**config.mk**
```make
export PLATFORM = sky130hd
export DESIGN_NAME = spi_rx_frame_parser
export DESIGN_NICKNAME = d
export VERILOG_FILES = /design/src/rtl/spi_rx_frame_parser.sv
export SDC_FILE = /design/constraint.sdc
export NUM_CORES = 1
export LEC_CHECK = 0
export ABC_AREA = 1
export CAP_MARGIN = 20
export CORE_MARGIN = 2
export CORE_UTILIZATION = 58
export DETAILED_ROUTE_END_ITERATION = 10
export GPL_ROUTABILITY_DRIVEN = 0
export PLACE_DENSITY = 0.77
export SYNTH_ARGS = -nofsm -noshare
export SYNTH_HDL_FRONTEND = slang
export SYNTH_SLANG_ARGS = --single-unit
```
**constraint.sdc**
```tcl
create_clock -name clk -period 2.3 [get_ports clk]
set_input_delay 0.46 -clock clk [delete_from_list [all_inputs] [get_ports clk]]
set_output_delay 0.46 -clock clk [all_outputs]
set_load 0.005 [all_outputs]
```
**src/rtl/spi_rx_frame_parser.sv**
```systemverilog
// Sync-hunting, length-prefixed, checksummed frame parser fed by the SPI master's byte stream.
// Optional statistics counters (good_cnt/bad_cnt) are built when SPI_RX_FRAME_STATS_EN is defined.
module spi_rx_frame_parser #(
  parameter int unsigned MAX_LEN   = 16,
  parameter int unsigned TIMEOUT   = 255,
  parameter logic [7:0]  SYNC_BYTE = 8'hA5
) (
  input  logic        clk,
  input  logic        rst_n,
  input  logic [7:0]  rx_byte,
  input  logic        rx_valid,
  output logic [7:0]  out_data,
  output logic        out_valid,
  input  logic        out_ready,
  output logic        out_last,
  output logic [7:0]  frame_len,
  output logic        err_csum,
  output logic        err_len,
  output logic        err_timeout,
  output logic        overrun,
  output logic        busy
`ifdef SPI_RX_FRAME_STATS_EN
  ,
  output logic [15:0] good_cnt,
  output logic [15:0] bad_cnt
`endif
);

  localparam int unsigned IDX_W = (MAX_LEN > 1) ? $clog2(MAX_LEN) : 1;
  localparam int unsigned DEPTH = 1 << IDX_W;

  localparam logic [2:0] ST_IDLE    = 3'd0;
  localparam logic [2:0] ST_LEN     = 3'd1;
  localparam logic [2:0] ST_PAYLOAD = 3'd2;
  localparam logic [2:0] ST_CSUM    = 3'd3;
  localparam logic [2:0] ST_HOLD    = 3'd4;

  logic [2:0]       state_q, state_d;
  logic [7:0]       len_q, len_d;
  logic [7:0]       csum_q, csum_d;
  logic [IDX_W-1:0] wr_idx_q, wr_idx_d;
  logic [IDX_W-1:0] rd_idx_q, rd_idx_d;
  logic [15:0]      tmo_q, tmo_d;
  logic [7:0]       payload_q [DEPTH];
  logic [7:0]       payload_d [DEPTH];

  logic [7:0] out_data_q, out_data_d;
  logic       out_valid_q, out_valid_d;
  logic       out_last_q, out_last_d;
  logic [7:0] frame_len_q, frame_len_d;
  logic       err_csum_q, err_csum_d;
  logic       err_len_q, err_len_d;
  logic       err_timeout_q, err_timeout_d;
  logic       overrun_q, overrun_d;
  logic       busy_q, busy_d;
  logic       in_frame;

  // Frame FSM, buffer write, timeout and registered output values
  always_comb begin
    state_d       = state_q;
    len_d         = len_q;
    csum_d        = csum_q;
    wr_idx_d      = wr_idx_q;
    rd_idx_d      = rd_idx_q;
    payload_d     = payload_q;
    frame_len_d   = frame_len_q;
    err_csum_d    = 1'b0;
    err_len_d     = 1'b0;
    err_timeout_d = 1'b0;
    overrun_d     = 1'b0;
    in_frame      = (state_q == ST_LEN) || (state_q == ST_PAYLOAD) || (state_q == ST_CSUM);
    // Idle-cycle counter only advances while a frame is being collected
    tmo_d         = in_frame ? (tmo_q + 16'd1) : 16'd0;
    if (in_frame && rx_valid) begin
      tmo_d = 16'd0;
    end

    case (state_q)
      ST_IDLE: begin
        if (rx_valid && (rx_byte == SYNC_BYTE)) begin
          state_d = ST_LEN;
        end
      end
      ST_LEN: begin
        if (rx_valid) begin
          len_d  = rx_byte;
          csum_d = rx_byte;
          if ((rx_byte == 8'd0) || (rx_byte > 8'(MAX_LEN))) begin
            err_len_d = 1'b1;
            state_d   = ST_IDLE;
          end else begin
            wr_idx_d = '0;
            state_d  = ST_PAYLOAD;
          end
        end
      end
      ST_PAYLOAD: begin
        if (rx_valid) begin
          payload_d[wr_idx_q] = rx_byte;
          csum_d              = csum_q + rx_byte;
          wr_idx_d            = wr_idx_q + IDX_W'(1);
          if (8'(wr_idx_q) == (len_q - 8'd1)) begin
            state_d = ST_CSUM;
          end
        end
      end
      ST_CSUM: begin
        if (rx_valid) begin
          if (rx_byte == csum_q) begin
            rd_idx_d    = '0;
            frame_len_d = len_q;
            state_d     = ST_HOLD;
          end else begin
            err_csum_d = 1'b1;
            state_d    = ST_IDLE;
          end
        end
      end
      ST_HOLD: begin
        overrun_d = rx_valid;
        if (out_valid_q && out_ready) begin
          if (out_last_q) begin
            state_d = ST_IDLE;
          end else begin
            rd_idx_d = rd_idx_q + IDX_W'(1);
          end
        end
      end
      default: state_d = ST_IDLE;
    endcase

    // A byte arriving on the expiry cycle wins over the timeout
    if (in_frame && !rx_valid && (tmo_q == 16'(TIMEOUT))) begin
      err_timeout_d = 1'b1;
      state_d       = ST_IDLE;
    end

    out_valid_d = (state_d == ST_HOLD);
    out_data_d  = out_valid_d ? payload_q[rd_idx_d] : 8'd0;
    out_last_d  = out_valid_d && (8'(rd_idx_d) == (len_q - 8'd1));
    busy_d      = (state_d != ST_IDLE);
  end

  always_ff @(posedge clk or negedge rst_n) begin
    if (!rst_n) begin
      state_q       <= ST_IDLE;
      len_q         <= 8'd0;
      csum_q        <= 8'd0;
      wr_idx_q      <= '0;
      rd_idx_q      <= '0;
      tmo_q         <= 16'd0;
      out_data_q    <= 8'd0;
      out_valid_q   <= 1'b0;
      out_last_q    <= 1'b0;
      frame_len_q   <= 8'd0;
      err_csum_q    <= 1'b0;
      err_len_q     <= 1'b0;
      err_timeout_q <= 1'b0;
      overrun_q     <= 1'b0;
      busy_q        <= 1'b0;
    end else begin
      state_q       <= state_d;
      len_q         <= len_d;
      csum_q        <= csum_d;
      wr_idx_q      <= wr_idx_d;
      rd_idx_q      <= rd_idx_d;
      tmo_q         <= tmo_d;
      out_data_q    <= out_data_d;
      out_valid_q   <= out_valid_d;
      out_last_q    <= out_last_d;
      frame_len_q   <= frame_len_d;
      err_csum_q    <= err_csum_d;
      err_len_q     <= err_len_d;
      err_timeout_q <= err_timeout_d;
      overrun_q     <= overrun_d;
      busy_q        <= busy_d;
    end
  end

  // Payload storage has no reset; contents are only read after being written
  always_ff @(posedge clk) begin
    payload_q <= payload_d;
  end

  assign out_data    = out_data_q;
  assign out_valid   = out_valid_q;
  assign out_last    = out_last_q;
  assign frame_len   = frame_len_q;
  assign err_csum    = err_csum_q;
  assign err_len     = err_len_q;
  assign err_timeout = err_timeout_q;
  assign overrun     = overrun_q;
  assign busy        = busy_q;

`ifdef SPI_RX_FRAME_STATS_EN
  logic [15:0] good_cnt_q, good_cnt_d;
  logic [15:0] bad_cnt_q, bad_cnt_d;

  // Saturating frame statistics
  always_comb begin
    good_cnt_d = good_cnt_q;
    bad_cnt_d  = bad_cnt_q;
    if ((state_q != ST_HOLD) && (state_d == ST_HOLD) && (good_cnt_q != 16'hFFFF)) begin
      good_cnt_d = good_cnt_q + 16'd1;
    end
    if ((err_csum_d || err_len_d || err_timeout_d) && (bad_cnt_q != 16'hFFFF)) begin
      bad_cnt_d = bad_cnt_q + 16'd1;
    end
  end

  always_ff @(posedge clk or negedge rst_n) begin
    if (!rst_n) begin
      good_cnt_q <= 16'd0;
      bad_cnt_q  <= 16'd0;
    end else begin
      good_cnt_q <= good_cnt_d;
      bad_cnt_q  <= bad_cnt_d;
    end
  end

  assign good_cnt = good_cnt_q;
  assign bad_cnt  = bad_cnt_q;
`endif

endmodule

```
* After elaboration in Yosys (flattened, before gate mapping) *
Cells that the tools add are included.

operators by class
  add/subtract/negate cells = 5
  order comparisons = 4
  eq/ne operators = 13
  multiplexer cells = 40
  bitwise operators = 2
  reductions and logical operators = 20

operator list
  cell                                                                             number
  128-bit bitwise mux                                                              1
  8-bit two-way mux                                                                6
  8-bit binary-select mux with 4-bit select                                        1
  8-bit demux with 4-bit select                                                    1
  16-bit two-way mux                                                               2
  4-bit two-way mux                                                                7
  3-bit two-way mux                                                                9
  16-bit by 1-bit adder with 16-bit output, second input constant                  1
  16-bit by 8-bit equality test with 1-bit output, second input constant           1
  4-bit by 8-bit equality test with 1-bit output                                   2
  4-bit one-hot mux with 2 select lines                                            2
  8-bit one-hot mux with 2 select lines                                            1
  3-bit one-hot mux with 5 select lines                                            1
  5-bit greater-or-equal comparator, second input constant                         2
  4-bit NOT with 5-bit output                                                      2
  4-bit by 1-bit adder with 4-bit output, second input constant                    2
  8-bit adder                                                                      1
  8-bit equality test                                                              1
  8-bit equality test, second input constant                                       1
  8-bit by 5-bit greater-than comparator with 1-bit output, second input constant  1
  8-bit zero test                                                                  1
  1-bit two-way mux                                                                8
  8-bit by 1-bit subtractor with 8-bit output, second input constant               1
  1-bit logical AND                                                                7
  14 further kinds                                                                 22

word-level totals
  register bits after elaboration = 194
  output and inout port bits = 23
  word-level logic and storage cells = 115

* Depth between registers and ports, before layout *
Gate-level depths: netlist (run 1).

  word-level depth = 9
  gate-level depth with buffers = 14
  mapped depth without buffers = 13

* Worst setup path after synthesis (run 1) *
Ideal clock, no wire load.

  path type = input to register
  start point = in rx_byte[4]
  end point = reg out_data_q[1] (netlist: out_data[1])
  arrival time = 1.983 ns
  required time = 2.183 ns
  slack = 0.200 ns
  stages on the path = 13
  path buffers = 2
  cell sequence = ha_1 nor2_1 nand2_1 nor2_1 nand3_2 buf_6 nand3_1 o21ai_1 buf_4 inv_2 nand2_1 nor2_1 nor2_1

between the ends
  word-level cells in the longest chain between the ends = 9
  elaborated cells on any way between the ends = 22
  classes of those cells = order compare (1); eq/ne (3); mux (14); bitwise (1); reduce/logical (3)

RTL lines
  element                                               line  text
  start, declared                                       10    input logic [7:0] rx_byte,
  8-bit equality test                                   109   if (rx_byte == csum_q) begin
  4-bit two-way mux                                     109
  4-bit two-way mux                                     108   if (rx_valid) begin
  4-bit one-hot mux with 2 select lines                 78    case (state_q)
  named net rd_idx_d[3]                                 42    logic [IDX_W-1:0] rd_idx_q, rd_idx_d;
  4-bit NOT with 5-bit output (implied by the code)     139   out_data_d = out_valid_d ? payload_q[rd_idx_d] : 8'd0;
  8-bit binary-select mux with 4-bit select             139
  8-bit two-way mux (implied by the code) (2 in a row)  139
  8-bit two-way mux                                     139
  named net out_data_d[1]                               47    logic [7:0] out_data_q, out_data_d;
  end signal, assigned                                  168   out_data_q <= out_data_d;
  end, declared                                         47

The timed path passes the listed nets, and every way through them passes these cells. The select of a mux whose other input is x is not followed.
A chain may end at the register's enable or synchronous reset.

* Worst setup path in the final report (run 1) *
  start point = reg csum_q[2]
  end point = reg out_data_q[3] (netlist: out_data[3])

between the ends
  word-level cells in the longest chain between the ends = 9
  elaborated cells on any way between the ends = 14
  classes of those cells = eq/ne (2); mux (11); bitwise (1)

RTL lines
  element                                               line  text
  start, declared                                       40    logic [7:0] csum_q, csum_d;
  start signal, assigned                                164   csum_q <= csum_d;
  8-bit equality test *                                 109
  4-bit two-way mux                                     109
  4-bit two-way mux                                     108
  4-bit one-hot mux with 2 select lines                 78
  4-bit NOT with 5-bit output (implied by the code)     139
  8-bit binary-select mux with 4-bit select             139
  8-bit two-way mux (implied by the code) (2 in a row)  139
  8-bit two-way mux *                                   139
  named net out_data_d[3]                               47

The timed path passes the listed nets; every way through them passes the cells marked *. The select of a mux whose other input is x is not followed.

==> results.sh, run 1 <==
export IMPL_viasPerCell=5.91
export IMPL_clk_latency_ns=0.44
export IMPL_asyncSetResetFlopFracSynth=0.340
export IMPL_grt_pass1_wl_um=36300
export IMPL_setup_ws_pre_cts_ns=-0.822
export IMPL_number_of_flip_flops_and_latches_in_the_synthesized_netlist=194
export IMPL_grt_start_max_net_pins=29
export IMPL_fillerInstances=927
export IMPL_netlist_top_cell_by_area="edfxtp_1"
export IMPL_flow_area_growth_from_synthesis_pct=26.8
export IMPL_num_antenna_cells=0
export IMPL_synthesized_area_mm2=0.00869
export IMPL_post_route_worst_setup_slack_ns=-0.0457
export IMPL_drt_first_pass_iters=7
export IMPL_finalCritPeriodShare=1.02
export IMPL_placement_io_buffers=34
export IMPL_r2r_end="out_data[3]"
export IMPL_die_area_mm2=0.0160
export IMPL_synth_common_cells="nand2_1, edfxtp_1, nand3_1, inv_1, dfrtp_1"
export IMPL_regToRegStartpoint="csum_q[2]"
export IMPL_yosysWarningCount=0
export IMPL_synth_seq_area_share=0.633
export IMPL_worstPathMaxFanout=7
export IMPL_fin_hold_ws_ns=0.0664
export IMPL_drive_above_1_share=0.208
export IMPL_peakVddDrop_uv=541
export IMPL_combinational_family_with_the_most_area_after_synthesis="simple AND/OR/NAND/NOR gates"
export IMPL_synthTopCellsByArea="edfxtp_1, dfrtp_1, nand2_1, nand3_1, inv_1"
export IMPL_critical_path_endpoint_type="register"
export IMPL_worstSetupPathDepth=15
export IMPL_tns_ns=-0.0457
export IMPL_clock_sinks=194
export IMPL_tightest_slew_ns=0.688
export IMPL_drt_wirelength_per_cell_um=20.6
export IMPL_worst_path_dominant_cell_family="simple AND/OR/NAND/NOR gates"
export IMPL_clock_skew_ns=0.00759
export IMPL_critical_path_max_stage_delay_ns=0.41
export IMPL_power_internal_mw=5.67
export IMPL_initial_antenna_violation_count=0
export IMPL_synth_fp_nets=875
export IMPL_netlist_cell_type_count=36
export IMPL_power_per_cell_area_mw_per_mm2=663
export IMPL_r2r_worst_path_cells=15
export IMPL_synthDominantCellAreaShare=0.443
export IMPL_critPathRequiredTime_ns=2.67
export IMPL_post_synth_cell_area_avg_um2=10.2
export IMPL_yosys_cell_count_top_type="nand2_1"
export IMPL_detailroute_via_count=6954
export IMPL_p_clk_frac=0.416
export IMPL_core_rowCount=44
export IMPL_rsz0062_at_grt="yes"
export IMPL_netlist_instances=848
export IMPL_classification_of_the_worst_setup_path="register to register"
export IMPL_cts_root_to_sink_buffers=2
export IMPL_synth_edf_count=128
export IMPL_route_detailed_drc=0
export IMPL_groute_usage_overall=0.301
export IMPL_dr_first_iter_drc_count=802
export IMPL_grt_pass1_vias=6918
export IMPL_critPathMostFrequentCell="nand3_2"
export IMPL_critical_path_arrival_ns=2.71
export IMPL_setup_viol=1
export IMPL_report_final_hold_viol_count=0
export IMPL_yosys_area_share_simple=0.222
export IMPL_synth_compound_area_share=0.0562
export IMPL_maximum_frequency_from_static_timing_analysis_ghz=0.426
export IMPL_ff2ff_setup_slack_ns=-0.05
export IMPL_synthAdderAreaFrac=0.0225
export IMPL_ctsHtreeMaxLevel=4
export IMPL_die_height_um=126
export IMPL_total_switching_power_mw=1.62
export IMPL_design_portCount=35
export IMPL_worst_case_headroom_to_the_max_slew_limit=0.541
export IMPL_power_frac_comb=0.065
export IMPL_floorplan_die_width_um=126
export IMPL_synthesized_area_fraction_occupied_by_xor_and_xnor_cells=0.0131
export IMPL_outcome="complete, but fails checks"
export IMPL_hold_path_class="primary input to asynchronous set/reset pin"
export IMPL_final_net_count=1006
export IMPL_grt_overflow_total=0
export IMPL_critical_path_n_buffers_inverters=3
export IMPL_path_cells="ha_4 > nor2_4 > nand2_4 > nor2_4 > nand3_4 > buf_12 > nand3_4 > buf_8 > buf_16 > nand2_4 > nand3_2 > nand3_2 > nand3_2 > nand2_1 > nor2_1"
export IMPL_critPathSlowestCell="dfrtp_1"
export IMPL_cts_made_buffers=17
export IMPL_power_leakage_nw=4.51
export IMPL_tritoncts="yes"
export IMPL_final_period_minus_worst_setup_slack_ns=2.35
export IMPL_max_cap_violations=0
export IMPL_clkTransAtPathRegs_ns=0.07
export IMPL_hpwl_after_dpl_um=14400
export IMPL_synthMuxAreaShare=0
export IMPL_sequential_fraction_of_design_power=0.519
export IMPL_antenna_violation_net_count_after_detailed_routing=0
export IMPL_clk_root_buffer_cell="clkbuf_16"
export IMPL_route_final_wire_length_um=24200
export IMPL_startpoint_type_of_the_worst_setup_path="register"
export IMPL_sw_frac_of_total=0.222
export IMPL_violations="setup timing"
export IMPL_synth_main_ff_cell="edfxtp_1"
export IMPL_core_area_mm2=0.0146
export IMPL_finalMaxSlewViolations=0
export IMPL_start_util=0.595
export IMPL_post_route_util=0.755
per-layer routing:
metal | track usage | share of wire | vias to the layer above
met1 | 0.368 | 0.37 | 3370
met5 | 0 | 0 | -
met3 | 0.0595 | 0.080 | 76
li1 | - | - | 3143
met4 | 0.140 | 0.037 | 0
met2 | 0.519 | 0.51 | 365
layout make-up:
class | instances | area (um2) | area share
well taps | 184 | 230 | 0.0209
flip-flops and latches | 194 | 5500 | 0.499
multi-input cells | 550 | 3030 | 0.275
repair buffers | 141 | 1380 | 0.125
inverters | 75 | 287 | 0.0260
clock buffers | 20 | 437 | 0.0397
clock inverters | 12 | 158 | 0.0143
through the flow:
step	std cells	power [mW]	cell area [um2]
after global placement	1123	4.23	9780
final	1176	7.30	11000
after floorplan	848	4.03	8690
after CTS	1170	7.23	10700
after global routing	1176	7.47	11000
after detailed placement	1124	4.25	9810
registers in the layout, indices dropped and copies added (netlist names):
name and count:
csum_q 8, tmo_q 16, overrun 1, out_last 1, busy 1, state_q 3
out_valid 1, wr_idx_q 4, err_len 1, len_q 8, err_timeout 1, payload_q 128
rd_idx_q 4, out_data 8, err_csum 1, frame_len 8
power by group through the flow:
stage	Combinational (mW)	Sequential, mW	Clock [mW]
final	0.477	3.79	3.03
after detailed placement	0.393	3.85	0
after CTS	0.409	3.78	3.04
after global placement	0.381	3.85	0
after global routing	0.517	3.79	3.17
after floorplan	0.183	3.85	0
cells in the final DEF, fill, tap and decap left out, drive strengths merged, types with 2 or more instances in the layout:
cell type,instances
nor4,4
bufinv,3
a21oi,36
inv,77
buf,104
a31oi,3
clkbuf,23
xnor2,5
ha,14
dlygate4sd2,7
nand3b,2
clkinv,5
nand4,17
nand3,116
dfrtp,66
edfxtp,128
o211ai,5
nand2,214
o21a,2
nor2,67
nor3,11
xor2,8
clkinvlp,2
o21ai,35
clkdlybuf4s50,26
a211oi,2
or2,4
repair_timing:
item                       4_1_cts  5_1_grt
resized for setup               23       52
cloned                           5        3
pin swaps                       15       27
hold buffers                     0        0
setup endpoints to repair       10        9
setup buffers                    9        4
kinds of logic (layout without fill, tap and decap cells):
group	Yosys count	in the layout
buffers and inverters	105	248
adders and majority gates	15	15
and+or+nand+nor	435	436
xor gates and xnor gates	13	13
DFF	194	194
AOI/OAI and AO/OA	86	86
worst max path at each step:
stage / slack (ns) / end / from
3_3_place_gp: -0.87 / out_data[3] / rx_byte[2]
2_1_floorplan: 0.20 / out_data[1] / rx_byte[4]
5_1_grt: -0.12 / out_data[3] / csum_q[2]
4_1_cts: -0.0002 / out_data[0] / csum_q[1]
6_report: -0.05 / out_data[3] / csum_q[2]
3_5_place_dp: -0.82 / out_data[5] / rx_byte[1]
No activity file was read; power rests on OpenSTA's default activity.
==> run 2: changes to the inputs <==
--- a/config.mk
+++ b/config.mk
@@ -11,7 +11,7 @@
 export CORE_UTILIZATION = 58
 export DETAILED_ROUTE_END_ITERATION = 10
 export GPL_ROUTABILITY_DRIVEN = 0
-export PLACE_DENSITY = 0.77
+export PLACE_DENSITY_LB_ADDON = 0.15
 export SYNTH_ARGS = -nofsm -noshare
 export SYNTH_HDL_FRONTEND = slang
 export SYNTH_SLANG_ARGS = --single-unit
==> run 2 against run 1 <==
  * The flow now finishes without violations
  * Setup slack improved by 0.095 ns
  * Power grew 1.5%
  * Global-route usage is 0.77 points higher
  * Via count down 0.73%
  * Critical path depth decreased by 1
  * Clock skew hardly changed
  * Wire length down 1.7%
  * Critical endpoint is now out_data[6]
  * Largest power group unchanged
  * Highest routed layer unchanged
==> results.sh, run 2 (synthesis results as in run 1) <==
export IMPL_groute_usage_overall=0.309
export IMPL_clkTransAtPathRegs_ns=0.07
export IMPL_drt_first_pass_iters=5
export IMPL_flow_area_growth_from_synthesis_pct=26.4
export IMPL_drive_above_1_share=0.195
export IMPL_critPathRequiredTime_ns=2.65
export IMPL_regArea_mm2=0.00550
export IMPL_ctsHtreeMaxLevel=4
export IMPL_max_cap_violations=0
export IMPL_worstPathMaxFanout=7
export IMPL_initial_antenna_violation_count=0
export IMPL_final_net_count=1002
export IMPL_antenna_violation_net_count_after_detailed_routing=0
export IMPL_core_rowCount=44
export IMPL_critPathMostFrequentCell="nand3_1"
export IMPL_top_register="payload_q"
export IMPL_fillerInstances=927
export IMPL_reg_top3="payload_q: 128 flops, tmo_q: 16 flops"
export IMPL_viasPerCell=5.89
export IMPL_critPathSlowestCell="dfrtp_1"
export IMPL_start_util=0.595
export IMPL_power_internal_mw=5.82
export IMPL_post_route_util=0.753
export IMPL_sw_frac_of_total=0.214
export IMPL_route_detailed_drc=0
export IMPL_grt_start_max_net_pins=49
export IMPL_die_height_um=126
export IMPL_tritoncts="yes"
export IMPL_critical_path_n_buffers_inverters=3
export IMPL_worst_path_dominant_cell_family="simple AND/OR/NAND/NOR gates"
export IMPL_path_cells="ha_4 > nor2_4 > nand2_1 > nor2_2 > nand3_4 > buf_4 > inv_6 > nor2_4 > buf_4 > nand2_1 > nand3_1 > nand3_1 > nand3_1 > a21oi_2"
export IMPL_grt_overflow_total=0
export IMPL_route_final_wire_length_um=23800
export IMPL_setup_viol=0
export IMPL_place_area_mm2=0.00978
export IMPL_cts_root_to_sink_buffers=2
export IMPL_rsz0062_at_grt="yes"
export IMPL_place_detailed_instances=1119
export IMPL_floorplan_die_width_um=126
export IMPL_power_frac_comb=0.061
export IMPL_power_leakage_nw=4.50
export IMPL_clock_sinks=194
export IMPL_clk_root_buffer_cell="clkbuf_16"
export IMPL_detailroute_via_count=6903
export IMPL_critical_path_arrival_ns=2.60
export IMPL_power_per_cell_area_mw_per_mm2=675
export IMPL_layout_commonest_cell="nand2_1"
export IMPL_final_cell_mix="nand2_1, edfxtp_1, nand3_1"
export IMPL_startpoint_type_of_the_worst_setup_path="register"
export IMPL_core_area_mm2=0.0146
export IMPL_clk_latency_ns=0.43
export IMPL_total_switching_power_mw=1.59
export IMPL_classification_of_the_worst_setup_path="register to register"
export IMPL_tightest_slew_ns=0.539
export IMPL_p_clk_frac=0.428
export IMPL_critical_path_endpoint_type="register"
export IMPL_design_portCount=35
export IMPL_post_route_worst_setup_slack_ns=0.0496
export IMPL_num_antenna_cells=0
export IMPL_sequential_fraction_of_design_power=0.511
export IMPL_peakVddDrop_uv=542
export IMPL_outcome="finished clean"
export IMPL_dr_first_iter_drc_count=794
export IMPL_hold_path_class="register to register"
export IMPL_layout_cells_non_filler=1172
export IMPL_largest_register_ffs=128
export IMPL_finalMaxSlewViolations=0
export IMPL_maximum_frequency_from_static_timing_analysis_ghz=0.444
export IMPL_setup_ws_pre_cts_ns=-1.06
export IMPL_grt_pass1_vias=6965
export IMPL_critical_path_max_stage_delay_ns=0.41
export IMPL_final_period_minus_worst_setup_slack_ns=2.25
export IMPL_hpwl_after_dpl_um=14700
export IMPL_die_area_mm2=0.0160
export IMPL_placement_io_buffers=34
export IMPL_tns_ns=0
export IMPL_drt_wirelength_per_cell_um=20.3
export IMPL_finalCritPeriodShare=0.978
export IMPL_worst_case_headroom_to_the_max_slew_limit=0.640
export IMPL_grt_pass1_wl_um=36900
export IMPL_cts_made_buffers=17
export IMPL_clock_skew_ns=0.00720
export IMPL_report_final_hold_viol_count=0
export IMPL_multiInputGateArea_mm2=0.00298
export IMPL_postLayoutCellArea_mm2=0.0110
## run 2: cell types whose count changed in the layout (fill, tap and decap cells not counted), moves of 3 or more
cell / previous run / this run
buf_12: 7 / 13
buf_4: 89 / 82
bufinv_16: 3 / 0
clkbuf_16: 20 / 24
nand2_1: 204 / 209
nand2_4: 3 / 0
nand3_1: 89 / 95
nand3_2: 23 / 16
## run 2: what timing repair did
| item | in CTS | in global routing |
|---|---|---|
| gates resized for setup | 37 | 33 |
| cloned | 5 | 0 |
| hold endpoints to repair | 18 | 0 |
| endpoints found under the setup margin | 12 | 10 |
| buffers inserted | 7 | 8 |
| hold buffers | 1 | 0 |
| pin swaps | 13 | 14 |
## run 2: power groups by stage
stage	logic (mW)	clock network (mW)	registers [mW]
final	0.452	3.17	3.79
after global routing	0.499	3.34	3.79
after CTS	0.413	3.18	3.78
after detailed placement	0.393	0	3.85
after global placement	0.375	0	3.85
after floorplan	0.183	0	3.85
## run 2: final timing paths
path	startpoint	to	slack (ns)	cells past startpoint
worst min register to register	tmo_q[0]	tmo_q[0]	0.46	1
worst min-delay path	tmo_q[0]	tmo_q[0]	0.46	1
max in group asynchronous	rst_n	out_data[7]	1.17	3
worst max-delay path	csum_q[5]	out_data[6]	0.05	14
min in group asynchronous	rst_n	tmo_q[7]	0.49	2
worst max register to register	csum_q[5]	out_data[6]	0.05	14
## run 2: layer usage
| layer | vias up | GRT usage | routed length, um |
|---|---|---|---|
| met5 | - | 0 | 0 |
| met4 | 0 | 0.164 | 946 |
| met3 | 62 | 0.0607 | 1790 |
| met2 | 328 | 0.516 | 12100 |
| met1 | 3361 | 0.383 | 8940 |
| li1 | 3152 | - | - |
## run 2: stage by stage
stage / hold slack (ns) / total power, mW
floorplan: 0.164 / 4.03
finish: 0.462 / 7.41
global route: 0.478 / 7.63
CTS: 0.468 / 7.38
detailed placement: 0.426 / 4.25
global placement: 0.414 / 4.22
## run 2: worst reg2reg max path, cell delays in order (launching register included)
cell and delay, ns:
dfrtp_1 0.41, ha_4 0.26, nor2_4 0.08, nand2_1 0.06
nor2_2 0.17, nand3_4 0.10, buf_4 0.17, inv_6 0.11
nor2_4 0.05, buf_4 0.18, nand2_1 0.07, nand3_1 0.08
nand3_1 0.12, nand3_1 0.12, a21oi_2 0.18
## run 2: cell type report
type	count	share of cell area
tap	184	0.0210
inverter	75	0.0272
multi-input combinational	552	0.271
sequential	194	0.500
clock inverter	6	0.00410
clock buffer	26	0.0563
timing repair buffer	135	0.120
